## src/rtl/fp32_row_streamer.sv

```systemverilog
// rtl/fp32_row_streamer.sv - serializes whole fp32 rows into a framed one-element-per-beat stream
module fp32_row_streamer #(
  parameter  int T     = 4,
  localparam int CNT_W = (T <= 1) ? 1 : $clog2(T)
) (
  input  logic              clk,
  input  logic              rst_n,
  input  logic              row_valid,
  output logic              row_ready,
  input  logic [T*32-1:0]   row_data,
  input  logic [CNT_W:0]    row_len,
  output logic              out_valid,
  input  logic              out_ready,
  output logic [31:0]       out_fp32,
  output logic              out_row_start,
  output logic              out_row_last,
  output logic              busy
);

  localparam int LEN_W = CNT_W + 1;
  localparam logic [LEN_W-1:0] LEN_T   = LEN_W'(T);
  localparam logic [LEN_W-1:0] LEN_ONE = LEN_W'(1);

  typedef enum logic {S_EMPTY, S_STREAM} state_t;

  state_t                r_state;
  state_t                w_state_nxt;

  logic [T-1:0][31:0]    r_act_buf;
  logic [LEN_W-1:0]      r_act_len;
  logic [T-1:0][31:0]    r_pend_buf;
  logic [LEN_W-1:0]      r_pend_len;
  logic                  r_pend_v;
  logic [LEN_W-1:0]      r_idx;

  logic                  w_act_v;
  logic                  w_accept;
  logic                  w_beat;
  logic                  w_last_beat;
  logic [LEN_W-1:0]      w_len_eff;
  logic [LEN_W-1:0]      w_idx_nxt;
  logic                  w_load_act_in;
  logic                  w_load_act_pend;
  logic                  w_load_pend;
  logic                  w_clr_pend;

  // The active slot is occupied exactly when the FSM is streaming.
  assign w_act_v     = (r_state == S_STREAM);
  assign row_ready   = !r_pend_v;
  assign busy        = w_act_v | r_pend_v;

  assign w_accept    = row_valid & row_ready;
  assign w_beat      = w_act_v & out_ready;
  assign w_last_beat = w_beat & (r_idx == (r_act_len - LEN_ONE));

  // A zero or oversize length means "the whole row".
  assign w_len_eff   = ((row_len == '0) || (row_len > LEN_T)) ? LEN_T : row_len;

  // Outputs are decoded from registers only, so a stall holds them stable.
  assign out_valid     = w_act_v;
  assign out_fp32      = w_act_v ? r_act_buf[r_idx[CNT_W-1:0]] : 32'h0;
  assign out_row_start = w_act_v & (r_idx == '0);
  assign out_row_last  = w_act_v & (r_idx == (r_act_len - LEN_ONE));

  // State register for the active-slot FSM.
  always_ff @(posedge clk or negedge rst_n) begin
    if (!rst_n) begin
      r_state <= S_EMPTY;
    end else begin
      r_state <= w_state_nxt;
    end
  end

  // Next-state decode: chooses where an accepted row lands and when pending is promoted.
  always_comb begin
    w_state_nxt     = r_state;
    w_idx_nxt       = r_idx;
    w_load_act_in   = 1'b0;
    w_load_act_pend = 1'b0;
    w_load_pend     = 1'b0;
    w_clr_pend      = 1'b0;
    case (r_state)
      S_EMPTY: begin
        if (w_accept) begin
          w_state_nxt   = S_STREAM;
          w_load_act_in = 1'b1;
          w_idx_nxt     = '0;
        end
      end
      S_STREAM: begin
        if (w_last_beat) begin
          w_idx_nxt = '0;
          if (r_pend_v) begin
            // row_ready is low here, so no new row can collide with the promotion.
            w_load_act_pend = 1'b1;
            w_clr_pend      = 1'b1;
          end else if (w_accept) begin
            w_load_act_in = 1'b1;
          end else begin
            w_state_nxt = S_EMPTY;
          end
        end else begin
          if (w_beat) begin
            w_idx_nxt = r_idx + LEN_ONE;
          end
          if (w_accept) begin
            w_load_pend = 1'b1;
          end
        end
      end
      default: begin
        w_state_nxt = S_EMPTY;
      end
    endcase
  end

  // Row buffers, element index and pending flag; reset discards any buffered rows.
  always_ff @(posedge clk or negedge rst_n) begin
    if (!rst_n) begin
      r_act_buf  <= '0;
      r_act_len  <= '0;
      r_pend_buf <= '0;
      r_pend_len <= '0;
      r_pend_v   <= 1'b0;
      r_idx      <= '0;
    end else begin
      r_idx <= w_idx_nxt;
      if (w_load_act_in) begin
        r_act_buf <= row_data;
        r_act_len <= w_len_eff;
      end else if (w_load_act_pend) begin
        r_act_buf <= r_pend_buf;
        r_act_len <= r_pend_len;
      end
      if (w_load_pend) begin
        r_pend_buf <= row_data;
        r_pend_len <= w_len_eff;
      end
      if (w_load_pend) begin
        r_pend_v <= 1'b1;
      end else if (w_clr_pend) begin
        r_pend_v <= 1'b0;
      end
    end
  end

endmodule

```

## config.mk

```make
export PLATFORM = sky130hd
export DESIGN_NAME = fp32_row_streamer
export DESIGN_NICKNAME = d
export VERILOG_FILES = /design/src/rtl/fp32_row_streamer.sv
export SDC_FILE = /design/constraint.sdc
export NUM_CORES = 1
export LEC_CHECK = 0
export BUFFER_PORTS_ARGS = -buffer_cell sky130_fd_sc_hd__buf_2
export CAP_MARGIN = 40
export CORE_ASPECT_RATIO = 1.75
export CORE_MARGIN = 3
export CORE_UTILIZATION = 52
export DETAILED_ROUTE_END_ITERATION = 6
export HOLD_SLACK_MARGIN = 0.08
export PLACE_DENSITY_LB_ADDON = 0.12
export SLEW_MARGIN = 5
export SYNTH_ARGS = -nofsm -noshare
export SYNTH_HDL_FRONTEND = slang
export SYNTH_SLANG_ARGS = --single-unit
```

## constraint.sdc

```tcl
create_clock -name clk -period 2.5 [get_ports clk]
set_input_delay 0.5 -clock clk [delete_from_list [all_inputs] [get_ports clk]]
set_output_delay 0.5 -clock clk [all_outputs]
set_load 0.005 [all_outputs]
```

== Yosys cells after proc, flatten, opt, wreduce, memory -nomap -nowiden ==
Cells that the tools add are included.

* Register bits after elaboration: 267
* Input bits: 135
* Output and inout bits: 37
* Logic and storage cells: 60

* $add $sub $neg: 2
* Magnitude comparators: 2
* Equality and inequality tests: 3
* Multiplexer cells: 26
* Bitwise operators: 7
* Reduce and logical (&&, ||, !) cells: 7

{| class="wikitable"
|+ Operators by type and width
! cell !! count
|-
| 128-bit two-way mux || 2
|-
| 32-bit binary-select mux with 2-bit select || 1
|-
| 32-bit two-way mux || 2
|-
| 3-bit two-way mux || 6
|-
| 1-bit two-way mux || 12
|-
| 3-bit logical NOT || 2
|-
| 3-bit one-hot mux with 2 select lines || 1
|-
| 1-bit bitwise AND || 5
|-
| 1-bit one-hot mux with 2 select lines || 2
|-
| 2-bit nonzero test || 2
|-
| 3-bit by 1-bit adder with 3-bit output, second input constant || 1
|-
| 3-bit equality test || 1
|-
| 3-bit greater-than comparator, second input constant || 1
|-
| 2-bit by 3-bit < comparator with 1-bit output, second input constant || 1
|-
| 3-bit by 1-bit inequality test with 1-bit output, second input constant || 1
|-
| 3-bit by 1-bit subtractor with 3-bit output, second input constant || 1
|-
| 2-bit inequality test, second input constant || 1
|-
| 2-bit AND reduction || 1
|-
| 1-bit logical NOT || 1
|-
| 1-bit logical OR || 1
|-
| 1-bit inverter || 1
|-
| 1-bit bitwise OR || 1
|}

== Logic depth before layout (Yosys ltp) ==
* Depth after elaboration: 7
* Gate-level depth with buffers: 8
* Gate-level depth less buffers: 6

== Worst setup path before layout ==
OpenSTA, ideal clock, no wires.

* Path type: reg-to-reg
* From: register r_act_len[0]
* To: register r_act_buf[82] (netlist name)
* Library setup time: 0.125 ns
* Arrival time: 2.307 ns
* Path slack: 0.069 ns
* Cell stages (with the launch flop): 9
* Buffers on the path: 2
* Clock period less this slack: 2.431 ns
* Cell sequence: dfrtp_1 > inv_1 > ha_1 > xor3_1 > nor4_4 > buf_6 > buf_2 > mux2_1 > mux2_2

* Word-level cells in the longest chain between the ends: 6
* Elaborated cells on any way between the ends: 9
* Those cells by class: 1 x add/sub; 1 x eq/ne; 5 x mux; 1 x bitwise; 1 x reduce/logical

{| class="wikitable"
|+ RTL lines
! element !! line !! RTL
|-
| start, declared || 30 || <nowiki>logic [LEN_W-1:0] r_act_len;</nowiki>
|-
| start signal, assigned || 130 || <nowiki>r_act_len <= w_len_eff;</nowiki>
|-
| start signal, assigned || 133 || <nowiki>r_act_len <= r_pend_len;</nowiki>
|-
| 3-bit by 1-bit subtractor with 3-bit output (*) || 54 || <nowiki>assign w_last_beat = w_beat & (r_idx == (r_act_len - LEN_ONE));</nowiki>
|-
| 3-bit equality test (*) || 54 ||
|-
| 1-bit bitwise AND (*) || 54 ||
|-
| 1-bit two-way mux || 91 || <nowiki>if (w_last_beat) begin</nowiki>
|-
| 1-bit one-hot mux with 2 select lines or 1-bit two-way mux (tied branches) || 82 || <nowiki>case (r_state)</nowiki>
|-
| 128-bit two-way mux or 2-bit nonzero test (tied branches) || n/a ||
|-
| end signal, assigned || 129 || <nowiki>r_act_buf <= row_data;</nowiki>
|-
| end signal, assigned || 132 || <nowiki>r_act_buf <= r_pend_buf;</nowiki>
|-
| end, declared || 29 || <nowiki>logic [T-1:0][31:0] r_act_buf;</nowiki>
|}

Every way passes the cells marked *; elsewhere a longest branch is shown, timed or not.
A chain may end at the register's enable or synchronous reset.

== Worst setup path in the final report ==
* From: register r_idx[0]
* To: output port out_fp32[17]

* Word-level cells in the longest chain between the ends: 3

{| class="wikitable"
|+ RTL lines
! element !! line !! RTL
|-
| start, declared || 34 || <nowiki>logic [LEN_W-1:0] r_idx;</nowiki>
|-
| start signal, assigned || 127 || <nowiki>r_idx <= w_idx_nxt;</nowiki>
|-
| 32-bit binary-select mux with 2-bit select || 61 || <nowiki>assign out_fp32 = w_act_v ? r_act_buf[r_idx[CNT_W-1:0]] : 32'h0;</nowiki>
|-
| 32-bit two-way mux (not written as such) || 61 ||
|-
| 32-bit two-way mux || 61 ||
|-
| end, declared || 14 || <nowiki>output logic [31:0] out_fp32,</nowiki>
|}

No other way between the ends. The select of a mux whose other input is x is not followed.

==> out/metrics.json <==
{
  "sequential_element_share_of_the_synthesized_area": {"value": 52.8, "unit": "%"},
  "die_height": {"value": 212, "unit": "microns"},
  "synth_top_family_by_area": {"value": "multiplexers"},
  "synthesis.area": {"value": 0.0127, "unit": "sq mm"},
  "dr_total_vias": {"value": 7391},
  "place_ws": {"value": 0.0264, "unit": "ns"},
  "ys_types": {"value": 32},
  "worstPathRequired": {"value": 2.00, "unit": "ns"},
  "clk_latency": {"value": 0.53, "unit": "ns"},
  "synth_cells": {"value": 829},
  "netlist_top_cells_count": {"value": "297 x sky130_fd_sc_hd__mux2_2, 267 x sky130_fd_sc_hd__dfrtp_1, 87 x sky130_fd_sc_hd__mux2_1, 35 x sky130_fd_sc_hd__buf_2, 33 x sky130_fd_sc_hd__and2_1"},
  "cells_taking_the_most_area_after_synthesis": {"value": "sky130_fd_sc_hd__dfrtp_1 53%, sky130_fd_sc_hd__mux2_2 26%, sky130_fd_sc_hd__mux2_1 7.7%"},
  "cts-buffers-inserted": {"value": 26},
  "tritoncts": {"value": "built"},
  "synthesized_nets": {"value": 968},
  "ys_async_sr_fraction": {"value": 100, "unit": "%"},
  "start_util": {"value": 53.6, "unit": "%"},
  "area_added_between_synthesis_and_finish": {"value": 19.8, "unit": "%"},
  "die-width": {"value": 124, "unit": "microns"},
  "cpMaxStageDelayCell": {"value": "sky130_fd_sc_hd__mux4_2"},
  "seq_cells_post_synth": {"value": 267},
  "crit_buf_inv": {"value": 2},
  "die_footprint": {"value": 0.0263, "unit": "sq mm"},
  "grt_max_degree": {"value": 70},
  "worst_ep_arrival_time": {"value": 2.11, "unit": "ns"},
  "outcome": {"value": "finished with violations"},
  "synth-main-ff-cell": {"value": "sky130_fd_sc_hd__dfrtp_1"},
  "drt-wirelength-per-cell": {"value": 19.9, "unit": "microns"},
  "post-dp-hpwl": {"value": 17.7, "unit": "mm"},
  "tightestPinTransition": {"value": 0.617, "unit": "ns"},
  "globalplace.congestion": {"value": 0.777},
  "synth_top_cell_by_area": {"value": "sky130_fd_sc_hd__dfrtp_1"},
  "power.density": {"value": 1320, "unit": "mW/mm^2"},
  "path_class": {"value": "register to output pin"},
  "timing.max_slew.rel_slack": {"value": 58.9, "unit": "%"},
  "clock_tree.buffer_depth": {"value": 3},
  "fp.coreArea": {"value": 0.0236, "unit": "sq mm"},
  "globalRoute.totalOverflow": {"value": 0},
  "grt_pass1_wl": {"value": 42.3, "unit": "mm"},
  "ir_worst_vdd": {"value": 845, "unit": "uV"},
  "critical_path.max_stage_delay": {"value": 0.55, "unit": "ns"},
  "max_clock_freq": {"value": 383, "unit": "MHz"},
  "synth_xor_xnor_area_share": {"value": 0.326, "unit": "%"},
  "boundaryPins": {"value": 172},
  "worst_skew": {"value": 0.00548, "unit": "ns"},
  "initial_drt_pass_iterations": {"value": 4},
  "gr-usage-all-layers": {"value": 20.5, "unit": "%"},
  "failed_checks": {"value": "setup timing"},
  "slew_viol_final": {"value": 0},
  "post_detailed_route_via_to_cell_ratio": {"value": 5.51},
  "cell_with_the_most_instances_after_synthesis": {"value": "sky130_fd_sc_hd__mux2_2"},
  "layout-drive-gt1-share": {"value": 58.0, "unit": "%"},
  "path_max_fanout": {"value": 10},
  "routed_wirelength": {"value": 26.8, "unit": "mm"},
  "crit_path_start_kind": {"value": "register"},
  "initialDrtViolationCount": {"value": 267},
  "cts.sinks": {"value": 267},
  "syn-mean-instance-area": {"value": 15.3, "unit": "sq um"},
  "postRouteAntennaNets": {"value": 0},
  "nNetsFinal": {"value": 1159},
  "grt_antenna_before_repair": {"value": 3},
  "finalCritPeriodShare": {"value": 104, "unit": "%"},
  "worst_path_dominant_cell_family": {"value": "multiplexers"},
  "final_cell_count_no_fill": {"value": 1342},
  "power.leakage": {"value": 6.76, "unit": "nW"},
  "hold_class": {"value": "input pin to register"},
  "synth_largest_type_area_fraction": {"value": 52.8, "unit": "%"},
  "grt_pass1_vias": {"value": 7991},
  "timing.final.setup_violations": {"value": 31},
  "setup_repair_after_global_routing_missed_its_margin": {"value": "yes"},
  "critPathCaptureType": {"value": "output pin"},
  "overall_power": {"value": 0.0201, "unit": "W"},
  "synth_adder_area_share": {"value": 0.395, "unit": "%"},
  "setup_tns": {"value": -1.86, "unit": "ns"},
  "timing.final.ws_setup": {"value": -0.111, "unit": "ns"},
  "path_cells": {"value": "buf_12, mux4_2, and2_1, buf_2"},
  "cts.htree.levels": {"value": 1},
  "post_dp_cell_area": {"value": 0.0141, "unit": "sq mm"},
  "yosys-mux-area-fraction": {"value": 40.6, "unit": "%"},
  "count_of_flip_flops_with_a_built_in_enable_after_synthesis": {"value": 0},
  "synth-compound-area-share": {"value": 0.573, "unit": "%"},
  "cts.root.buffer_cell": {"value": "sky130_fd_sc_hd__clkbuf_16"},
  "io_buffers": {"value": 171},
  "clk_pin_slew": {"value": 0.06, "unit": "ns"},
  "finalHoldViolCount": {"value": 0},
  "synth_warnings": {"value": 0},
  "drv_cap": {"value": 0},
  "finalCriticalPeriod": {"value": 2.61, "unit": "ns"},
  "floorplan.rows": {"value": 74},
  "diodes": {"value": 0},
  "post_synth_and_or_nand_nor_area_fraction": {"value": 2.79, "unit": "%"},
  "placedCellCount": {"value": 1286},
  "finish.instance_area": {"value": 0.0152, "unit": "sq mm"},
  "route.detailed.drc": {"value": 0}
}
==> report_power, final <==
part / internal, W / switching, W / total [W]
Clock: 0.00226 / 0.00161 / 0.00387
Combinational: 0.00543 / 0.00310 / 0.00853
Sequential: 0.00655 / 0.00110 / 0.00765
Total: 0.0142 / 0.00581 / 0.0201
==> cell usage in the layout (no fill, tap or decap), types with 8 or more instances in the layout <==
master	Yosys	final
sky130_fd_sc_hd__mux2_2	297	297
sky130_fd_sc_hd__dfrtp_1	267	265
sky130_fd_sc_hd__buf_2	35	168
sky130_fd_sc_hd__mux2_1	87	87
sky130_fd_sc_hd__mux4_2	32	32
sky130_fd_sc_hd__and2_1	33	31
sky130_fd_sc_hd__clkbuf_16	0	28
sky130_fd_sc_hd__buf_12	0	20
sky130_fd_sc_hd__buf_4	9	20
sky130_fd_sc_hd__mux2i_1	9	9
sky130_fd_sc_hd__inv_1	10	8
sky130_fd_sc_hd__clkinv_2	0	8
==> final cells by class <==
type / instances / area [sq um]
Clock inverter: 10 / 100
Tap cell: 304 / 380
Timing Repair Buffer: 218 / 1540
Multi-Input combinational cell: 497 / 5690
Fill cell: 1817 / 8440
Inverter: 10 / 37.5
Sequential cell: 267 / 6690
Clock buffer: 36 / 739
==> registers in the layout (all words and copies together) (netlist names) <==
name        cells
r_act_len       3
r_pend_len      3
r_pend_buf    128
r_pend_v        1
r_act_buf     128
r_idx           3
out_valid       1
==> worst paths after layout <==
kind	start	endpoint	slack (ns)	depth (start not counted)
setup / recovery	r_idx[0]$_DFFE_PN0P_	out_fp32[17]	-0.11	4
hold / removal	row_data[69]	r_act_buf[69]$_DFFE_PN0P_	0.21	2
setup reg to reg	r_idx[0]$_DFFE_PN0P_	r_act_buf[24]$_DFFE_PN0P_	0.05	9
hold reg to reg	r_pend_buf[46]$_DFFE_PN0P_	r_pend_buf[46]$_DFFE_PN0P_	0.50	1
max in group asynchronous	rst_n	r_act_buf[46]$_DFFE_PN0P_	1.29	3
min in group asynchronous	rst_n	r_act_buf[28]$_DFFE_PN0P_	0.50	2
==> cells by family after synthesis <==
kind of cell / after synthesis
fa+ha+maj: 4
compound gates: 9
buf+inv: 65
xor+xnor: 3
simple gates: 56
flops: 267
mux: 425
==> through the flow <==
step,hold slack (ns),util [%]
2_1_floorplan,0.204,-
3_3_place_gp,0.485,59.8
3_5_place_dp,0.490,59.8
4_1_cts,0.189,64.0
5_1_grt,0.193,64.3
6_report,0.210,64.3
==> layer usage <==
layer  routed length, microns  track usage [%]  part of all wire, %
met1                    10500             25.0                   39
met2                    14400             37.1                   54
met3                     1210             3.51                  4.5
met4                      593             5.48                  2.2
met5                       38                0                 0.14
==> repair_timing <==
action | 4_1_cts | 5_1_grt
endpoints found under the setup margin | 32 | 74
endpoints found under the hold margin | 62 | 0
pin swaps | 2 | 2
buffers inserted | 4 | 3
cloned | 1 | 1
resized for setup | 18 | 4
hold buffers | 1 | 0
No activity file was read; power rests on OpenSTA's default activity.
